### config.mk
export PLATFORM = sky130hd
export DESIGN_NAME = rr_select4
export DESIGN_NICKNAME = d
export VERILOG_FILES = /design/src/rtl/rr_select4.sv
export SDC_FILE = /design/constraint.sdc
export NUM_CORES = 1
export LEC_CHECK = 0
export CORE_ASPECT_RATIO = 0.75
export CORE_MARGIN = 2
export CORE_UTILIZATION = 43
export CTS_CLUSTER_DIAMETER = 120
export DETAILED_ROUTE_END_ITERATION = 10
export PLACE_DENSITY = 0.84
export SYNTH_ARGS = -nofsm -noshare
export SYNTH_HDL_FRONTEND = slang
export SYNTH_SLANG_ARGS = --single-unit
### constraint.sdc
create_clock -name clk -period 4.6 [get_ports clk]
set_input_delay 0.69 -clock clk [delete_from_list [all_inputs] [get_ports clk]]
set_output_delay 0.69 -clock clk [all_outputs]
set_load 0.03 [all_outputs]
### src/rtl/rr_select4.sv
// Four-requester round-robin arbiter with a registered output slot and valid/ready handshakes.
// The combinational grant index drives the downstream mux4 select.
module rr_select4 #(
  parameter int WIDTH = 8
) (
  input  logic               clk,
  input  logic               reset_n,
  input  logic [3:0]         req_valid,
  input  logic [4*WIDTH-1:0] req_data,
  output logic [3:0]         req_ready,
  output logic [1:0]         sel,
  output logic               out_valid,
  output logic [WIDTH-1:0]   out_data,
  output logic [1:0]         out_src,
  input  logic               out_ready
);

  logic [1:0]       ptr_q, ptr_d;
  logic             out_valid_q, out_valid_d;
  logic [WIDTH-1:0] out_data_q, out_data_d;
  logic [1:0]       out_src_q, out_src_d;

  logic [7:0]       req_dbl;
  logic [2:0]       rot_amt;
  logic [3:0]       req_rot;
  logic [1:0]       rot_off;
  logic             grant_found;
  logic [1:0]       grant_idx;
  logic             free;
  logic             xfer;

  // Rotate so that bit 0 is the requester just after the last grant,
  // then a fixed priority encoder picks the first one.
  assign req_dbl = {req_valid, req_valid};
  assign rot_amt = {1'b0, ptr_q} + 3'd1;
  assign req_rot = req_dbl[rot_amt +: 4];

  always_comb begin
    rot_off     = 2'd0;
    grant_found = 1'b1;
    if (req_rot[0])      rot_off = 2'd0;
    else if (req_rot[1]) rot_off = 2'd1;
    else if (req_rot[2]) rot_off = 2'd2;
    else if (req_rot[3]) rot_off = 2'd3;
    else                 grant_found = 1'b0;
  end

  assign grant_idx = ptr_q + 2'd1 + rot_off;
  assign free      = !out_valid_q || out_ready;
  assign xfer      = free && grant_found;

  assign sel       = grant_found ? grant_idx : ptr_q;
  assign req_ready = xfer ? (4'b0001 << grant_idx) : 4'b0000;

  always_comb begin
    ptr_d       = ptr_q;
    out_valid_d = out_valid_q;
    out_data_d  = out_data_q;
    out_src_d   = out_src_q;
    if (xfer) begin
      ptr_d       = grant_idx;
      out_valid_d = 1'b1;
      out_data_d  = req_data[int'(grant_idx) * WIDTH +: WIDTH];
      out_src_d   = grant_idx;
    end else if (free) begin
      // Slot drained with nothing to replace it; data/src keep their last value.
      out_valid_d = 1'b0;
    end
  end

  always_ff @(posedge clk or negedge reset_n) begin
    if (!reset_n) begin
      ptr_q       <= 2'd3;
      out_valid_q <= 1'b0;
      out_data_q  <= '0;
      out_src_q   <= 2'd0;
    end else begin
      ptr_q       <= ptr_d;
      out_valid_q <= out_valid_d;
      out_data_q  <= out_data_d;
      out_src_q   <= out_src_d;
    end
  end

  assign out_valid = out_valid_q;
  assign out_data  = out_data_q;
  assign out_src   = out_src_q;

endmodule

==> flow_summary_export.csv, run 1 <==
group,metric,value,unit
run_status,status,"complete, no violations",
cells_and_area,nets,221,
logic_synthesis,synth_cells,126,
power,power_switching,0.600,mW
clock_network,cts_sinks,13,
logic_synthesis,synthTopCellsByCount,"mux2i_1, nand2_1, nor2_1",
sta,fin_ws,0.277,ns
critical_path,crit_type,"primary input to output port",
logic_synthesis,synth_edf_count,0,
global_route,grt_pass1_wl,5110,um
place,io_buffer_count,55,
clock_network,insertion_delay,0.29,ns
sta,layout_worst_path_cycle_share,94.0,%
logic_synthesis,synth.most_common_cell,"mux2i_1",
cells_and_area,antennaDiodeCount,0,
clock_network,htree_levels,1,
floorplanning,die_w,62.7,um
floorplanning,ioPinCount,56,
logic_synthesis,synth_cell_type_count,35,
clock_network,cts_tree,"built",
global_route,grt-ovfl-total,0,
logic_synthesis,synth_ff_type,"dfrtp_1",
sta,slew_headroom,49.9,%
sta,max_freq,231,MHz
sta,clock_skew,0.00360,ns
logic_synthesis,synth-async-reset-ratio,100,%
clock_network,postCtsSetupBuffers,0,
clock_network,cts-root-buf,"clkbuf_4",
logic_synthesis,syn-cell-area,1110,um^2
power,p_sw_share,49.5,%
worst_hold_path,hold_path.class,"flop to flop",
power,ir_worst_vdd,0.561,mV
power,p_int,0.612,mW
sta,layout_min_cycle_time,4.32,ns
critical_path,rrSetupSlack,1.64,ns
logic_synthesis,yosysTopAreaCell,"dfrtp_1",
place,gp_congestion,0.904,
logic_synthesis,synth.avg_cell_area,8.82,um^2
clock_network,hold_buffers,0,
place,dpl_worst_slack,-0.0718,ns
sta,hold_viol,0,
route,dr_total_vias,1188,
power,power.share.sequential,18.8,%
route,drtPass1Iterations,4,
global_route,grt_max_degree,30,
clock_network,clkSlewWorstSetupHoldPaths,0.08,ns
global_route,first_global_vias,1081,
clock_network,cts_buffers,3,
logic_synthesis,ys_seq_area_share,29.5,%
route,ant_nets,0,
clock_network,clock_path_buffers,2,
critical_path,required,3.91,ns
critical_path,startpoint_type,"primary input",
power,powerDensity,709,nW/um^2
route,drc,0,
route,first_iter_violations,59,
sta,setup_tns,0,ns
route,wirelength,3150,um
sta,rsz0062_at_grt,"false",
critical_path,crit_path_end_kind,"output port",
place,dp_hpwl,2500,um
critical_path,worstPathMaxFanout,11,
logic_synthesis,synth.area.top_cells,"dfrtp_1, mux2i_1, o311ai_0",
sta,tightest_slew,0.745,ns
floorplanning,start_util,47.0,%
power,p_leak,0.718,nW
power,p_comb_share,74.9,%
global_route,grt_usage,22.5,%
floorplanning,core,2360,um^2
floorplanning,die_h,48.0,um
critical_path,cp.arrival,3.63,ns
power,pwr-share-clk,6.3,%
logic_synthesis,ys_warn_count,0,
global_route,antenna_found_initial,0,
sta,setup_violations,0,
floorplanning,dieArea,3010,um^2
logic_synthesis,yosys_register_bits,13,
cells_and_area,area_growth,53.9,%
logic_synthesis,synth.top_cell.area_share,24.8,%
cells_and_area,layout-drive-gt1-share,9.50,%
route,wl_per_cell,14.8,um
sta,drv_slew,0,
floorplanning,rows,15,
flow_run,max_cap_violations,0,
logic_synthesis,syn-num-nets,167,
route,via_per_inst,5.58,
final timing paths:
kind                                                end                    from  cells after the start
worst max register to register  out_data[0]$_DFFE_PN0P_    ptr_q[1]$_DFFE_PN1P_                     10
max in group asynchronous        out_src[0]$_DFFE_PN0P_                 reset_n                      1
min in group asynchronous       out_data[7]$_DFFE_PN0P_                 reset_n                      1
worst min register to register   out_src[0]$_DFFE_PN0P_  out_src[0]$_DFFE_PN0P_                      2
worst min-delay path             out_src[0]$_DFFE_PN0P_  out_src[0]$_DFFE_PN0P_                      2
worst max-delay path                       req_ready[1]            req_valid[2]                     13
sequential cells by signal, indices dropped and copies added (netlist names):
register and count:
out_src 2, out_data 8, ptr_q 2, out_valid 1
timing repair:
action                                  CTS  global route
endpoints found under the setup margin    2             3
gates resized for setup                   1             3
gates cloned                              0             0
hold endpoints to repair                  0             0
placed cells by master (no fill, tap or decap), types with 2 or more instances in the layout:
| master | instances |
|---|---|
| a21oi_1 | 5 |
| buf_4 | 5 |
| clkbuf_4 | 3 |
| clkdlybuf4s50_1 | 51 |
| dfrtp_1 | 11 |
| dfstp_2 | 2 |
| dlymetal6s2s_1 | 2 |
| ha_1 | 2 |
| inv_1 | 2 |
| mux2i_1 | 16 |
| nand2_1 | 14 |
| nand2b_1 | 4 |
| nand3b_1 | 2 |
| nor2_1 | 12 |
| nor2b_1 | 2 |
| o21ai_0 | 8 |
| o311ai_0 | 11 |
| o311ai_1 | 5 |
| or3_1 | 2 |
| or3b_1 | 2 |
| xnor2_1 | 2 |
power groups by stage:
stage / Clock, mW / Combinational (mW) / Sequential, mW
final: 0.0765 / 0.908 / 0.227
after global routing: 0.0803 / 0.974 / 0.235
after CTS: 0.0769 / 0.914 / 0.224
after detailed placement: 0 / 0.909 / 0.225
after global placement: 0 / 0.883 / 0.223
after floorplan: 0 / 0.550 / 0.296
final cells by class:
type	instances	area, um^2
clock buffer	4	26.3
tap	34	42.5
timing repair buffer	58	573
multi-input combinational	102	733
fill	190	654
sequential	13	328
inverter	2	7.51
through the flow:
step | utilization [%] | area [um^2] | power, mW | instances | hold slack [ns]
after floorplan | - | 1110 | 0.846 | 126 | 0.394
after global placement | 70.7 | 1670 | 1.11 | 209 | 0.462
after detailed placement | 70.7 | 1670 | 1.13 | 209 | 0.471
after CTS | 71.9 | 1700 | 1.21 | 213 | 0.489
after global routing | 72.3 | 1710 | 1.29 | 213 | 0.516
final | 72.3 | 1710 | 1.21 | 213 | 0.482
metal layers:
| metal | global-route usage (%) | wire length, um | vias up | part of all wire (%) |
|---|---|---|---|---|
| met2 | 38.7 | 1510 | 57 | 48 |
| met5 | 0 | 0 | - | 0 |
| met1 | 28.2 | 1320 | 549 | 42 |
| li1 | - | - | 576 | - |
| met3 | 7.76 | 265 | 6 | 8.4 |
| met4 | 5.33 | 51 | 0 | 1.6 |
cells by family after synthesis:
kind of cell	after synthesis	synth area share [%]
buffers and inverters	11	5.18
muxes	16	14.4
adders and majority gates	2	2.25
xor gates and xnor gates	3	4.05
DFF	13	29.5
AOI/OAI and AO/OA	34	22.5
and+or+nand+nor	47	22.1
worst max-delay path: stages:
cell and delay [ns]:
clkdlybuf4s50_1 0.59, inv_1 0.09, o21ai_0 0.19, a21boi_0 0.21, o21ai_0 0.09, o21ai_0 0.25
ha_1 0.28, nor2b_1 0.14, or2_2 0.37, xor2_4 0.16, buf_4 0.20, nor3b_2 0.19
buf_4 0.19
Note: power is estimated with default switching activity, not from simulation.
==> run 2: changes to the inputs <==
CORE_UTILIZATION = 42   (was 43)
PLACE_DENSITY = 0.83   (was 0.84)
==> run 2 against run 1 <==
  * Sequential power barely moved
  * Largest power group unchanged
  * Clock power fell by 9.3%
  * Via count fell by 2.8%
  * Total power fell by 1.1%
  * Die area rose by 2.2%
  * Utilization fell by 5.6 points
  * Largest cell class unchanged
  * Highest routed layer unchanged
==> flow_summary_export.csv, run 2 (synthesized netlist as in run 1, its figures left out) <==
group,metric,value,unit
run_status,status,"complete, no violations",
clock_network,clock_path_buffers,2,
global_route,grt-ovfl-total,0,
sta,tightest_slew,0.677,ns
cells_and_area,layout-drive-gt1-share,10.1,%
clock_network,cts_resized,1,
clock_network,cts_tree,"built",
floorplanning,die_w,63.4,um
floorplanning,rows,16,
floorplanning,die_h,48.5,um
sta,drv_slew,0,
sta,max_freq,239,MHz
power,power.share.sequential,18.8,%
critical_path,crit_type,"primary input to output port",
route,ant_nets,0,
power,pwr-share-clk,5.8,%
clock_network,cts-root-buf,"clkbuf_4",
route,wl_per_cell,13.9,um
clock_network,hold_buffers,0,
power,finalPower,1.20,mW
cells_and_area,largest_register_ffs,8,
route,via_per_inst,5.37,
sta,clock_skew,0.00258,ns
global_route,grt_max_degree,30,
power,ir_worst_vdd,0.315,mV
critical_path,crit_chain,"clkdlybuf4s50_1 > inv_1 > o21ai_0 > a21boi_0 > o21ai_0 > o21ai_0 > ha_1 > nor2b_1 > or2_2 > xor2_4 > nor3_1 > dlymetal6s2s_1",
place,place_area,1670,um^2
critical_path,max_stage_delay,0.59,ns
sta,rsz0062_at_grt,"false",
floorplanning,core,2560,um^2
route,first_iter_violations,63,
power,p_sw_share,49.2,%
route,drc,0,
cells_and_area,antennaDiodeCount,0,
worst_hold_path,hold_depth,2,
critical_path,crit_path_end_kind,"output port",
power,p_leak,0.719,nW
cells_and_area,final_cell_area,1710,um^2
floorplanning,start_util,43.4,%
sta,setup_violations,0,
critical_path,timing.critical_path.buf_inv,3,
critical_path,critPathSlowestCell,"clkdlybuf4s50_1",
cells_and_area,nets,221,
sta,hold-worst-slack,0.484,ns
sta,hold_viol,0,
route,drtPass1Iterations,4,
power,power_switching,0.590,mW
clock_network,htree_levels,1,
route,dr_total_vias,1155,
sta,setup_tns,0,ns
flow_run,max_cap_violations,0,
critical_path,crit_cells,12,
critical_path,crit_top_cell,"o21ai_0",
clock_network,clkSlewWorstSetupHoldPaths,0.08,ns
clock_network,postCtsSetupBuffers,0,
critical_path,cp.arrival,3.49,ns
place,dp_hpwl,2360,um
floorplanning,dieArea,3080,um^2
cells_and_area,area_growth,53.8,%
power,powerDensity,701,nW/um^2
power,p_int,0.608,mW
global_route,grt_usage,18.9,%
cells_and_area,layout_common_cells,"clkdlybuf4s50_1, mux2i_1, nand2_1",
worst_hold_path,hold_path.class,"flop to flop",
critical_path,required,3.91,ns
clock_network,insertion_delay,0.27,ns
critical_path,reg2regPathDepth,10,
global_route,antenna_found_initial,0,
critical_path,worstPathMaxFanout,9,
cells_and_area,finish.utilization,66.7,%
clock_network,cts_sinks,13,
place,io_buffer_count,55,
cells_and_area,final_common_cell,"clkdlybuf4s50_1",
global_route,grt_pass1_wl,4660,um
sta,layout_min_cycle_time,4.18,ns
critical_path,startpoint_type,"primary input",
clock_network,cts_buffers,3,
route,wirelength,2980,um
critical_path,cpLargestDelayFamily,"buffers and inverters",
global_route,first_global_vias,1001,
power,p_comb_share,75.4,%
sta,layout_worst_path_cycle_share,90.8,%
place,gp_congestion,0.871,
sta,slew_headroom,54.5,%
floorplanning,ioPinCount,56,
## run 2: per-stage QoR
step,setup WS [ns],cells
CTS,0.0363,215
floorplan,0.869,126
global placement,0.169,211
global route,0.0797,215
finish,0.424,215
detailed placement,-0.0181,211
## run 2: area by class of cell
| type | count | area [um^2] |
|---|---|---|
| fillers | 229 | 853 |
| clock buffers | 3 | 22.5 |
| clock inverters | 1 | 5.00 |
| inverters | 2 | 7.51 |
| repair buffers | 58 | 573 |
| well taps | 36 | 45.0 |
| multi-input cells | 102 | 728 |
| flip-flops and latches | 13 | 328 |
## run 2: power groups by stage
stage | clock network [mW] | logic (mW) | registers, mW
6_report | 0.0694 | 0.903 | 0.226
5_1_grt | 0.0756 | 0.965 | 0.233
4_1_cts | 0.0712 | 0.902 | 0.224
3_5_place_dp | 0 | 0.899 | 0.226
3_3_place_gp | 0 | 0.882 | 0.224
2_1_floorplan | 0 | 0.550 | 0.296
## run 2: per-layer routing
metal  share of wire [%]  GRT usage [%]  vias to the layer above
met5                   0              0                        -
met4                0.23           3.26                        0
met3                 7.4           3.95                        2
met2                  46           29.6                       47
met1                  46           27.2                      527
li1                    -              -                      579
## run 2: worst paths after layout
check	startpoint	slack [ns]	end
worst max register to register	ptr_q[1]$_DFFE_PN1P_	1.69	out_data[1]$_DFFE_PN0P_
worst min register to register	out_src[0]$_DFFE_PN0P_	0.48	out_src[0]$_DFFE_PN0P_
max in group asynchronous	reset_n	3.44	out_data[2]$_DFFE_PN0P_
min in group asynchronous	reset_n	0.78	out_valid$_DFFE_PN0P_
worst max-delay path	req_valid[2]	0.42	req_ready[3]
worst min-delay path	out_src[0]$_DFFE_PN0P_	0.48	out_src[0]$_DFFE_PN0P_
## run 2: worst reg2reg max path, delay by kind of cell (launching register included)
kind | cells | cell delay (ns)
fa+ha+maj | 1 | 0.60
simple gates | 1 | 0.06
buf+inv | 1 | 0.32
mux | 1 | 0.22
compound gates | 6 | 0.88
flops | 1 | 0.68
==> run 3: changes to the inputs <==
CELL_PAD_IN_SITES_DETAIL_PLACEMENT = 1   (was not set)
CELL_PAD_IN_SITES_GLOBAL_PLACEMENT = 1   (was not set)
CORE_UTILIZATION = 30   (was 42)
TNS_END_PERCENT = 50   (was not set)
==> run 3 against run 2 <==
  * Register-to-register slack worse by 0.02 ns
  * Largest cell class unchanged
  * Cell count increased by 7.9%
  * Utilization shrank 18 points
  * Global-route usage decreased by 1.3 points
  * Maximum frequency down 5.4%
  * Clock power grew 51%
  * First-iteration DRC count up 27%
  * Via count grew 1.7%
  * Worst setup slack got worse by 0.24 ns
  * Sequential cell count stayed put
  * Total power increased by 3.7%
==> flow_summary_export.csv, run 3 (synthesized netlist as in run 1, its figures left out) <==
group,metric,value,unit
run_status,status,"complete, no violations",
sta,setup_violations,0,
sta,max_freq,226,MHz
clock_network,postCtsSetupBuffers,0,
critical_path,reg2regPathDepth,10,
clock_network,insertion_delay,0.24,ns
power,ir_worst_vdd,0.330,mV
sta,drv_slew,0,
place,gp_congestion,0.764,
clock_network,clock_path_buffers,2,
floorplanning,dieArea,4210,um^2
critical_path,startpoint_type,"primary input",
route,wirelength,3590,um
floorplanning,core,3610,um^2
global_route,antenna_found_initial,0,
route,dr_total_vias,1175,
clock_network,cts-root-buf,"clkbuf_8",
critical_path,crit_top_cell,"o21ai_0",
flow_run,max_cap_violations,0,
sta,hold_viol,0,
critical_path,rrSetupSlack,1.67,ns
route,routed-wl-met3,243,um
critical_path,crit_type,"primary input to output port",
cells_and_area,antennaDiodeCount,0,
floorplanning,start_util,30.7,%
worst_hold_path,hold_path.class,"flop to flop",
critical_path,r2r-start,"ptr_q[1]$_DFFE_PN1P_",
route,ant_nets,0,
sta,layout_worst_path_cycle_share,96.0,%
cells_and_area,layout-drive-gt1-share,10.0,%
cells_and_area,instances_no_fill,232,
critical_path,crit_path_end_kind,"output port",
global_route,grt_pass1_wl,5690,um
power,power_switching,0.605,mW
clock_network,htree_levels,1,
power,powerDensity,710,nW/um^2
power,power.share.sequential,18.4,%
power,p_int,0.638,mW
floorplanning,die_h,56.7,um
critical_path,crit_chain,"clkdlybuf4s50_1 > inv_1 > o21ai_0 > a21boi_0 > o21ai_0 > o21ai_0 > ha_1 > nor2b_1 > or2_2 > xor2_4 > nor2_1 > clkdlybuf4s50_1",
critical_path,cp.arrival,3.73,ns
route,drtPass1Iterations,4,
global_route,first_global_vias,1163,
global_route,grt_usage,17.5,%
critical_path,crit_end,"req_ready[2]",
place,dp_cells,228,
place,dp_hpwl,2830,um
floorplanning,rows,19,
route,wl_met2,1640,um
power,p_sw_share,48.7,%
cells_and_area,nets,222,
cells_and_area,final_common_cell,"clkdlybuf4s50_1",
place,io_buffer_count,55,
critical_path,r2r_end,"out_data[0]$_DFFE_PN0P_",
sta,slew_headroom,54.5,%
sta,clock_skew,0.00250,ns
critical_path,required,3.91,ns
route,top_layer,"met4",
sta,rsz0062_at_grt,"false",
power,pwr-share-clk,8.5,%
floorplanning,ioPinCount,56,
route,via_per_inst,5.06,
clock_network,cts_buffers,3,
critical_path,max_stage_delay,0.68,ns
route,drc,0,
global_route,grt-ovfl-total,0,
cells_and_area,largest_register_ffs,8,
sta,layout_min_cycle_time,4.42,ns
route,first_iter_violations,80,
clock_network,cts_sinks,13,
critical_path,worstPathMaxFanout,9,
critical_path,crit_cells,12,
floorplanning,die_w,74.3,um
place,dpl_worst_slack,0.0335,ns
route,met1_length,1630,um
global_route,grt_max_degree,30,
route,wl_per_cell,15.5,um
critical_path,critPathSlowestCell,"clkdlybuf4s50_1",
sta,setup_tns,0,ns
sta,tightest_slew,0.676,ns
power,p_comb_share,73.1,%
cells_and_area,layout_common_cells,"clkdlybuf4s50_1, mux2i_1, nand2_1",
critical_path,timing.critical_path.buf_inv,3,
clock_network,cts_tree,"built",
power,p_leak,0.712,nW
sta,fin_ws,0.185,ns
cells_and_area,area_growth,57.7,%
critical_path,startpoint,"req_valid[2]",
critical_path,cpLargestDelayFamily,"buffers and inverters",
clock_network,clkSlewWorstSetupHoldPaths,0.06,ns
## run 3: cell count changes in the layout (fill, tap and decap cells not counted)
cell and delta:
clkbuf_8 +3, clkbuf_1 +1, clkdlybuf4s50_1 +1, buf_4 +1, clkbuf_4 -3, clkinv_2 -1
dlymetal6s2s_1 -1
## run 3: power by group through the flow
| stage | Sequential [mW] | Combinational, mW | Clock, mW |
|---|---|---|---|
| detailed placement | 0.230 | 0.912 | 0 |
| finish | 0.229 | 0.909 | 0.105 |
| global placement | 0.224 | 0.891 | 0 |
| CTS | 0.228 | 0.919 | 0.105 |
| floorplan | 0.296 | 0.550 | 0 |
| global route | 0.237 | 0.984 | 0.109 |
## run 3: timing repair
action	CTS	global route
gates resized for setup	0	2
endpoints found under the setup margin	0	3
hold buffers	0	0
## run 3: routing by layer
metal,GRT usage (%),up-vias
li1,-,582
met1,22.8,547
met2,27.9,38
met3,4.31,8
met4,6.63,0
met5,0,-
## run 3: per-stage QoR
step	cell area (um^2)	util [%]	hold slack, ns	power (mW)
2_1_floorplan	1110	-	0.394	0.846
3_3_place_gp	1700	47.1	0.461	1.11
3_5_place_dp	1700	47.1	0.482	1.14
4_1_cts	1750	48.3	0.495	1.25
5_1_grt	1750	48.5	0.534	1.33
6_report	1750	48.5	0.481	1.24
## run 3: cell type report
class / count / area [um^2]
clock buffers: 4 / 45.0
flip-flops and latches: 13 / 328
fillers: 427 / 1860
multi-input cells: 102 / 728
well taps: 52 / 65.1
inverters: 2 / 7.51
repair buffers: 59 / 578
## run 3: how the worst min path moves through the flow
| stage | slack [ns] | end | startpoint | depth (start not counted) |
|---|---|---|---|---|
| 2_1_floorplan | 0.39 | out_data[0]$_DFFE_PN0P_ | reset_n | 0 |
| 3_3_place_gp | 0.46 | out_src[0]$_DFFE_PN0P_ | out_src[0]$_DFFE_PN0P_ | 2 |
| 3_5_place_dp | 0.48 | out_data[5]$_DFFE_PN0P_ | out_data[5]$_DFFE_PN0P_ | 2 |
| 4_1_cts | 0.50 | out_data[5]$_DFFE_PN0P_ | out_data[5]$_DFFE_PN0P_ | 2 |
| 5_1_grt | 0.53 | out_data[3]$_DFFE_PN0P_ | out_data[3]$_DFFE_PN0P_ | 2 |
| 6_report | 0.48 | out_src[1]$_DFFE_PN0P_ | out_src[1]$_DFFE_PN0P_ | 2 |
## run 3: tightest hold or removal path: stages, from the launching register on
cell and delay [ns]:
dfrtp_1 0.34, nand2_1 0.05, o21ai_0 0.06
